**src/rtl/leaf_out_arb.sv**
```systemverilog
// Round-robin arbiter merging NUM_REQ valid/ack word streams onto one leaf_interface
// user output port, with bounded bursts per grant and a one-entry registered output.
module leaf_out_arb #(
  parameter int PAYLOAD_BITS = 32,
  parameter int NUM_REQ      = 4,
  parameter int MAX_BURST    = 16
) (
  input  logic                            clk,
  input  logic                            reset,
  input  logic [NUM_REQ*PAYLOAD_BITS-1:0] din_user2arb,
  input  logic [NUM_REQ-1:0]              vld_user2arb,
  output logic [NUM_REQ-1:0]              ack_arb2user,
  output logic [PAYLOAD_BITS-1:0]         dout_arb2interface,
  output logic                            vld_arb2interface,
  input  logic                            ack_interface2arb,
  output logic [$clog2(NUM_REQ)-1:0]      grant_idx,
  output logic                            busy
);

  localparam int IDX_W = $clog2(NUM_REQ);
  localparam int CW    = IDX_W + 1;
  localparam int BC_W  = $clog2(MAX_BURST + 1);

  typedef enum logic {IDLE, GRANT} state_t;

  state_t                  state, state_nxt;
  logic [IDX_W-1:0]        rr_ptr;
  logic [IDX_W-1:0]        pick;
  logic [CW-1:0]           cand;
  logic                    found;
  logic                    any_vld;
  logic [BC_W-1:0]         beat_cnt;
  logic                    vld_g;
  logic [PAYLOAD_BITS-1:0] din_g;
  logic                    xfer;
  logic                    last_beat;
  logic                    release_g;

  // Arbitration: first valid requester at or after rr_ptr, wrapping around
  always_comb begin
    pick  = rr_ptr;
    found = 1'b0;
    cand  = '0;
    for (int k = 0; k < NUM_REQ; k++) begin
      cand = {1'b0, rr_ptr} + CW'(k);
      if (cand >= CW'(NUM_REQ)) cand = cand - CW'(NUM_REQ);
      if (!found && vld_user2arb[cand[IDX_W-1:0]]) begin
        pick  = cand[IDX_W-1:0];
        found = 1'b1;
      end
    end
  end

  assign any_vld   = |vld_user2arb;
  assign vld_g     = vld_user2arb[grant_idx];
  assign din_g     = din_user2arb[int'(grant_idx)*PAYLOAD_BITS +: PAYLOAD_BITS];
  // A word moves when the output slot is empty or being drained this cycle
  assign xfer      = (state == GRANT) && vld_g && (!vld_arb2interface || ack_interface2arb);
  assign last_beat = (beat_cnt == BC_W'(MAX_BURST - 1));
  assign release_g = (state == GRANT) && (!vld_g || (xfer && last_beat));

  // FSM state register
  always_ff @(posedge clk) begin
    if (reset) state <= IDLE;
    else       state <= state_nxt;
  end

  // FSM next state
  always_comb begin
    state_nxt = state;
    case (state)
      IDLE:    if (any_vld)   state_nxt = GRANT;
      GRANT:   if (release_g) state_nxt = IDLE;
      default: state_nxt = IDLE;
    endcase
  end

  // FSM outputs; ack is suppressed during reset so no word is consumed and then dropped
  always_comb begin
    busy                    = (state == GRANT);
    ack_arb2user            = '0;
    ack_arb2user[grant_idx] = xfer && !reset;
  end

  // Grant bookkeeping
  always_ff @(posedge clk) begin
    if (reset) begin
      rr_ptr    <= '0;
      beat_cnt  <= '0;
      grant_idx <= '0;
    end else begin
      if (state == IDLE && any_vld) begin
        grant_idx <= pick;
        beat_cnt  <= '0;
      end
      if (xfer) beat_cnt <= beat_cnt + 1'b1;
      if (release_g)
        rr_ptr <= (grant_idx == IDX_W'(NUM_REQ - 1)) ? '0 : grant_idx + 1'b1;
    end
  end

  // Output register slice
  always_ff @(posedge clk) begin
    if (reset) begin
      vld_arb2interface  <= 1'b0;
      dout_arb2interface <= '0;
    end else if (xfer) begin
      vld_arb2interface  <= 1'b1;
      dout_arb2interface <= din_g;
    end else if (ack_interface2arb) begin
      vld_arb2interface  <= 1'b0;
    end
  end

endmodule
```
**config.mk**
```make
export PLATFORM = sky130hd
export DESIGN_NAME = leaf_out_arb
export DESIGN_NICKNAME = d
export VERILOG_FILES = /design/src/rtl/leaf_out_arb.sv
export SDC_FILE = /design/constraint.sdc
export NUM_CORES = 1
export LEC_CHECK = 0
export CAP_MARGIN = 30
export CORE_UTILIZATION = 32
export CTS_CLUSTER_DIAMETER = 120
export DETAILED_ROUTE_END_ITERATION = 12
export PLACE_DENSITY = 0.79
export SLEW_MARGIN = 10
export SYNTH_ARGS = -nofsm -noshare
export SYNTH_HDL_FRONTEND = slang
export SYNTH_SLANG_ARGS = --single-unit
```
**constraint.sdc**
```tcl
create_clock -name clk -period 1.7 [get_ports clk]
set_input_delay 0.255 -clock clk [delete_from_list [all_inputs] [get_ports clk]]
set_output_delay 0.255 -clock clk [all_outputs]
set_load 0.1 [all_outputs]
```
# ---- Word level (Yosys, flattened, before mapping)
# Cells that the tools add are included.
dict set report word_totals {
  register_bits 43
  wordCells 82
  latchBits 0
  memories 0
  romBits 0
  ram_bits 0
}
dict set report op_classes {
  n_shift 1
  n_bitwise 2
  muxes 31
  eq_ne 2
  n_mul 0
  addsub 9
  n_reduce_logical 21
  order_cmp 10
  n_div 0
}
# operator n
set op_table {}
lappend op_table {{$shiftx A128 B8 Y32} 1}
lappend op_table {{$mux W2} 9}
lappend op_table {{$lt A2 B3 Y1 const B} 5}
lappend op_table {{$mux W1} 13}
lappend op_table {{$bmux W1 S2} 5}
lappend op_table {{$logic_and A1 B1 Y1} 10}
lappend op_table {{$mux W5} 2}
lappend op_table {{$ge A3 B3 Y1 const B} 3}
lappend op_table {{$sub A2 B1 Y2 const B} 4}
lappend op_table {{$add A2 B2 Y3 const B} 2}
lappend op_table {{$logic_not A1 Y1} 6}
lappend op_table {{$add A5 B1 Y5 const B} 1}
lappend op_table {{$eq A5 B4 Y1 const B} 1}
lappend op_table {{$and A4 B4 Y4} 1}
lappend op_table {{$reduce_bool A2 Y1} 2}
lappend op_table {{$reduce_or A4 Y1} 1}
lappend op_table {{$add A2 B1 Y3 const B} 1}
lappend op_table {{$ge A2 B3 Y1 const B} 1}
lappend op_table {{$add A2 B1 Y2 const B} 1}
lappend op_table {{$demux W1 S2} 1}
lappend op_table {{$eq A2 B2 Y1 const B} 1}
lappend op_table {{$ge A2 B1 Y1 const B} 1}
lappend op_table {{$logic_or A1 B1 Y1} 2}
lappend op_table {{$pmux W1 S2} 1}
lappend op_table {{$not A1 Y1} 1}

# ---- Longest topological paths before layout
dict set report depth {
  word_depth 14
  mapped_depth 7
  mapped_depth_nobuf 6
}

# ---- Worst setup path before layout
# OpenSTA, ideal clock, no wires.
dict set report synth_timing {
  kind {register -> output}
  startpoint {register grant_idx[1]}
  endpoint {output ack_arb2user[0]}
  stages_incl_launch_ff 6
  n_path_buf 2
  slack_ps -2711
  arrival_ps 4156
  cell_sequence {dfxtp_1 -> clkbuf_1 -> mux4_2 -> nand3_2 -> buf_4 -> nor3b_1}
}
dict set report synth_between {
  elab_chain_len 6
  word_cells_on_any_way 11
  classes_between {order compare: 2; mux: 4; bitwise: 1; reduce/logical: 4}
}
# item line
set synth_lines {}
lappend synth_lines {{start, declared} 16} ;# output logic [$clog2(NUM_REQ)-1:0] grant_idx,
lappend synth_lines {{start signal, assigned} 93} ;# grant_idx <= pick;
lappend synth_lines {{parallel branches: the longest is 5 deep, another holds $lt A2 B3 Y1} n/a}
lappend synth_lines {{$and A4 B4 Y4 (no line) (*)} n/a}
lappend synth_lines {{end, declared} 12} ;# output logic [NUM_REQ-1:0] ack_arb2user,
# Every way passes the cells marked *. The select of a mux whose other input is x is not followed.

# ---- Worst setup path after layout
dict set report layout_timing {
  startpoint {input vld_user2arb[0]}
  endpoint {output ack_arb2user[0]}
}
dict set report layout_between {
  elab_chain_len 6
}
# item line
set layout_lines {}
lappend layout_lines {{start, declared} 11} ;# input logic [NUM_REQ-1:0] vld_user2arb,
lappend layout_lines {{$bmux W1 S2} 55} ;# assign vld_g = vld_user2arb[grant_idx];
lappend layout_lines {{$mux W1 (implied by the code)} 55}
lappend layout_lines {{$logic_and A1 B1 Y1 (2 in a row)} 58} ;# assign xfer = (state == GRANT) && vld_g && (!vld_arb2interface || ack_interface2arb);
lappend layout_lines {{$logic_and A1 B1 Y1} 82} ;# ack_arb2user[grant_idx] = xfer && !reset;
lappend layout_lines {{$and A4 B4 Y4 (no line)} n/a}
# No other way between the ends. The select of a mux whose other input is x is not followed.

==> metrics.yaml <==
outcome: "finished, violations left"
failed_checks: "negative setup slack"
rr_endpoint: "beat_cnt[3]"
drt-vias-per-instance: 5.12
wl_per_cell_um: 16.4
fin_nets: 584
regArea_um2: 872
skew_ns: 0.00267
syn_to_final_growth_pct: 103
worstSetupPathType: "in -> out"
crit_chain: "clkdlybuf4s50_1 -> mux4_2 -> nand3_4 -> nor3b_4 -> buf_12"
dr.pass1.iters: 4
cts_buffers: 5
synth_compound_area_share_pct: 10.9
worst_hold_startpoint: "reset"
slew_headroom_pct: 61.2
n_fill_cell: 579
die_height_um: 91.6
port_buffers: 174
synthCells: 256
fin_crit_ns: 1.89
rsz0062_at_grt: "yes"
core.rowCount: 32
routed_wl_um: 8970
clock.fmax_mhz: 529
drcViolationCount: 0
arrival_ns: 1.63
multi_input_area_um2: 1660
finalHoldViolCount: 0
clk_pin_slew_ns: 0.08
slowest_stage: "clkdlybuf4s50_1"
grt_pass1_vias: 2851
overflow: 0
cts.sinks: 43
fp.dieW_um: 91.6
routed.top_layer: "met4"
yosys.cell_types.count: 29
post-route-util_pct: 67.6
cellPowerDensity_nw_per_um2: 687
die-area_um2: 8390
worst_pin_slew_ns: 0.583
synth_xor_xnor_area_share_pct: 0
core-area_um2: 7730
synth.yosys.seq_area_share_pct: 33.5
leakagePower_nw: 1.89
layout_setup_ws_ns: -0.189
met2_length_um: 4960
final_cells: 546
io_pins: 175
place_area_um2: 4920
clock_path_buffers: 2
drt_iter0_markers: 90
grt_first_pass_wirelength_um: 13600
finalSetupViolCount: 40
hp-class: "in -> reg"
synthMuxAreaShare_pct: 30.2
endpoint_kind: "output port"
worstRegToRegCells: 6
hold_path_depth: 2
start_util_pct: 33.2
fin_crit_sh_pct: 111
final_area_um2: 5230
vias: 2794
gp_congestion: 0.732
synth.net_count: 397
ant_nets: 0
synthAdderAreaFrac_pct: 2.92
diodes: 0
cts_root_buf: "clkbuf_8"
worstPathMaxFanout: 5
crit_path_max_incr_delay_ns: 0.48
required_ns: 1.44
dp_cells: 529
dp_hpwl_um: 6680
avgSynthCellArea_um2: 10.0
layout-drive-gt1-share_pct: 30.2
clock_latency_ns: 0.29
rrSetupSlack_ns: -0.10
worstSetupStartpoint: "vld_user2arb[0]"
wl_met3_um: 512
htree_levels: 2
cts_tree: "done"
grt_use_total_pct: 20.5
maxCapViolCount: 0
whs_endpoint: "dout_arb2interface[3]"
yosys_warnings: 0
drt-met1-wl_um: 3400
cp-start-kind: "input pin"
synth.ff_latch_count: 43
yosys.area_share.simple_pct: 16.1
antenna_found_initial: 0
netlist_area_um2: 2570
r2r-start: "grant_idx[0]"
ir_worst_vdd_mv: 0.375
power_w: 0.00359
slew_violations: 0
grt_max_degree: 39
synth_top_family_by_area: "multiplexers"
per-layer routing:
layer  vias to the layer above  global-route usage (%)
li1                       1306                       -
met1                      1375                    23.2
met2                       102                    38.3
met3                        11                    4.10
met4                         0                    5.82
met5                         -                       0
repair_timing:
action | in CTS | in global routing
cloned | 1 | 3
setup buffers | 2 | 3
gates resized for setup | 9 | 22
hold buffers | 0 | 0
endpoints found under the hold margin | 0 | 0
pin swaps | 2 | 6
setup endpoints to repair | 24 | 42
worst max-delay path: cells and delay by family:
family / cells / cell delay, ns
buffers and inverters: 2 / 0.68
and+or+nand+nor: 2 / 0.41
muxes: 1 / 0.28
worst max-delay path by stage:
stage,endpoint,slack (ns)
after floorplan,ack_arb2user[0],-0.72
after global placement,dout_arb2interface[1],-0.28
after detailed placement,dout_arb2interface[1],-0.36
after CTS,ack_arb2user[1],-0.21
after global routing,ack_arb2user[2],-0.25
final,ack_arb2user[0],-0.19
layout make-up:
type                            count  share of cell area, %
Inverter                            7                  0.503
Clock buffer                        7                   1.46
Timing Repair Buffer              201                   47.1
Clock inverter                      1                 0.0958
Sequential cell                    43                   16.7
Tap cell                          102                   2.44
Multi-Input combinational cell    185                   31.7
state kept, by name (all words and copies together) (netlist names):
signal / count
dout_arb2interface: 32
busy: 1
beat_cnt: 5
grant_idx: 2
rr_ptr: 2
vld_arb2interface: 1
cells in the mapped netlist:
master    count  share of area, %
a211o_1       1              0.34
a21oi_1      40               7.8
a221oi_1      1              0.34
a31oi_1       3              0.73
and3_1        2              0.49
buf_2         3              0.58
buf_4         3              0.88
buf_6         6               2.6
clkbuf_1      9               1.3
dfxtp_1      43                34
ha_1          6               2.9
inv_1         7               1.0
mux2_2        1              0.44
mux2i_1       2              0.78
mux4_2       33                29
nand2_1      68               9.9
nand2b_1      4              0.97
nand3_1       7               1.4
nand3_2       1              0.39
nand3b_1      2              0.58
nand4b_1      1              0.34
nor2b_1       1              0.24
nor3_1        2              0.39
nor3b_1       4               1.2
o21ai_0       2              0.39
o221ai_1      1              0.34
o31ai_1       1              0.29
o41ai_2       1              0.63
or3_1         1              0.24
cells in the final DEF (no fill, tap or decap), types with 5 or more instances in the layout:
cell             instances
a21oi_1                 28
nand2_1                 68
inv_1                    6
dfxtp_1                 38
mux4_2                  33
clkbuf_8                 5
nand3_1                  7
buf_12                  43
a21oi_2                 11
buf_4                   18
clkdlybuf4s50_1        132
ha_1                     5
metrics by stage:
step / hold WS [ns] / setup WS [ns] / setup TNS [ns]
2_1_floorplan: 0.430 / -0.723 / -12.77
3_3_place_gp: 0.457 / -0.277 / -9.73
3_5_place_dp: 0.485 / -0.358 / -12.00
4_1_cts: 0.448 / -0.214 / -1.22
5_1_grt: 0.487 / -0.248 / -5.72
6_report: 0.460 / -0.189 / -2.64
kinds of logic (layout without fill, tap and decap cells):
logic type | Yosys count | count (layout)
flip-flops | 43 | 43
AND/OR/NAND/NOR | 93 | 93
AO/OA/AOI/OAI | 50 | 50
multiplexers | 36 | 36
buffers and inverters | 28 | 216
adder cells (fa/ha/maj) | 6 | 6
power by group:
part	switching, W	internal, W	leakage [nW]
Combinational	0.000906	0.000895	1.49
Clock	0.000334	0.000289	0.0422
Sequential	0.0000837	0.00108	0.353
Total	0.00132	0.00227	1.89
(Power assumes the default switching activity.)
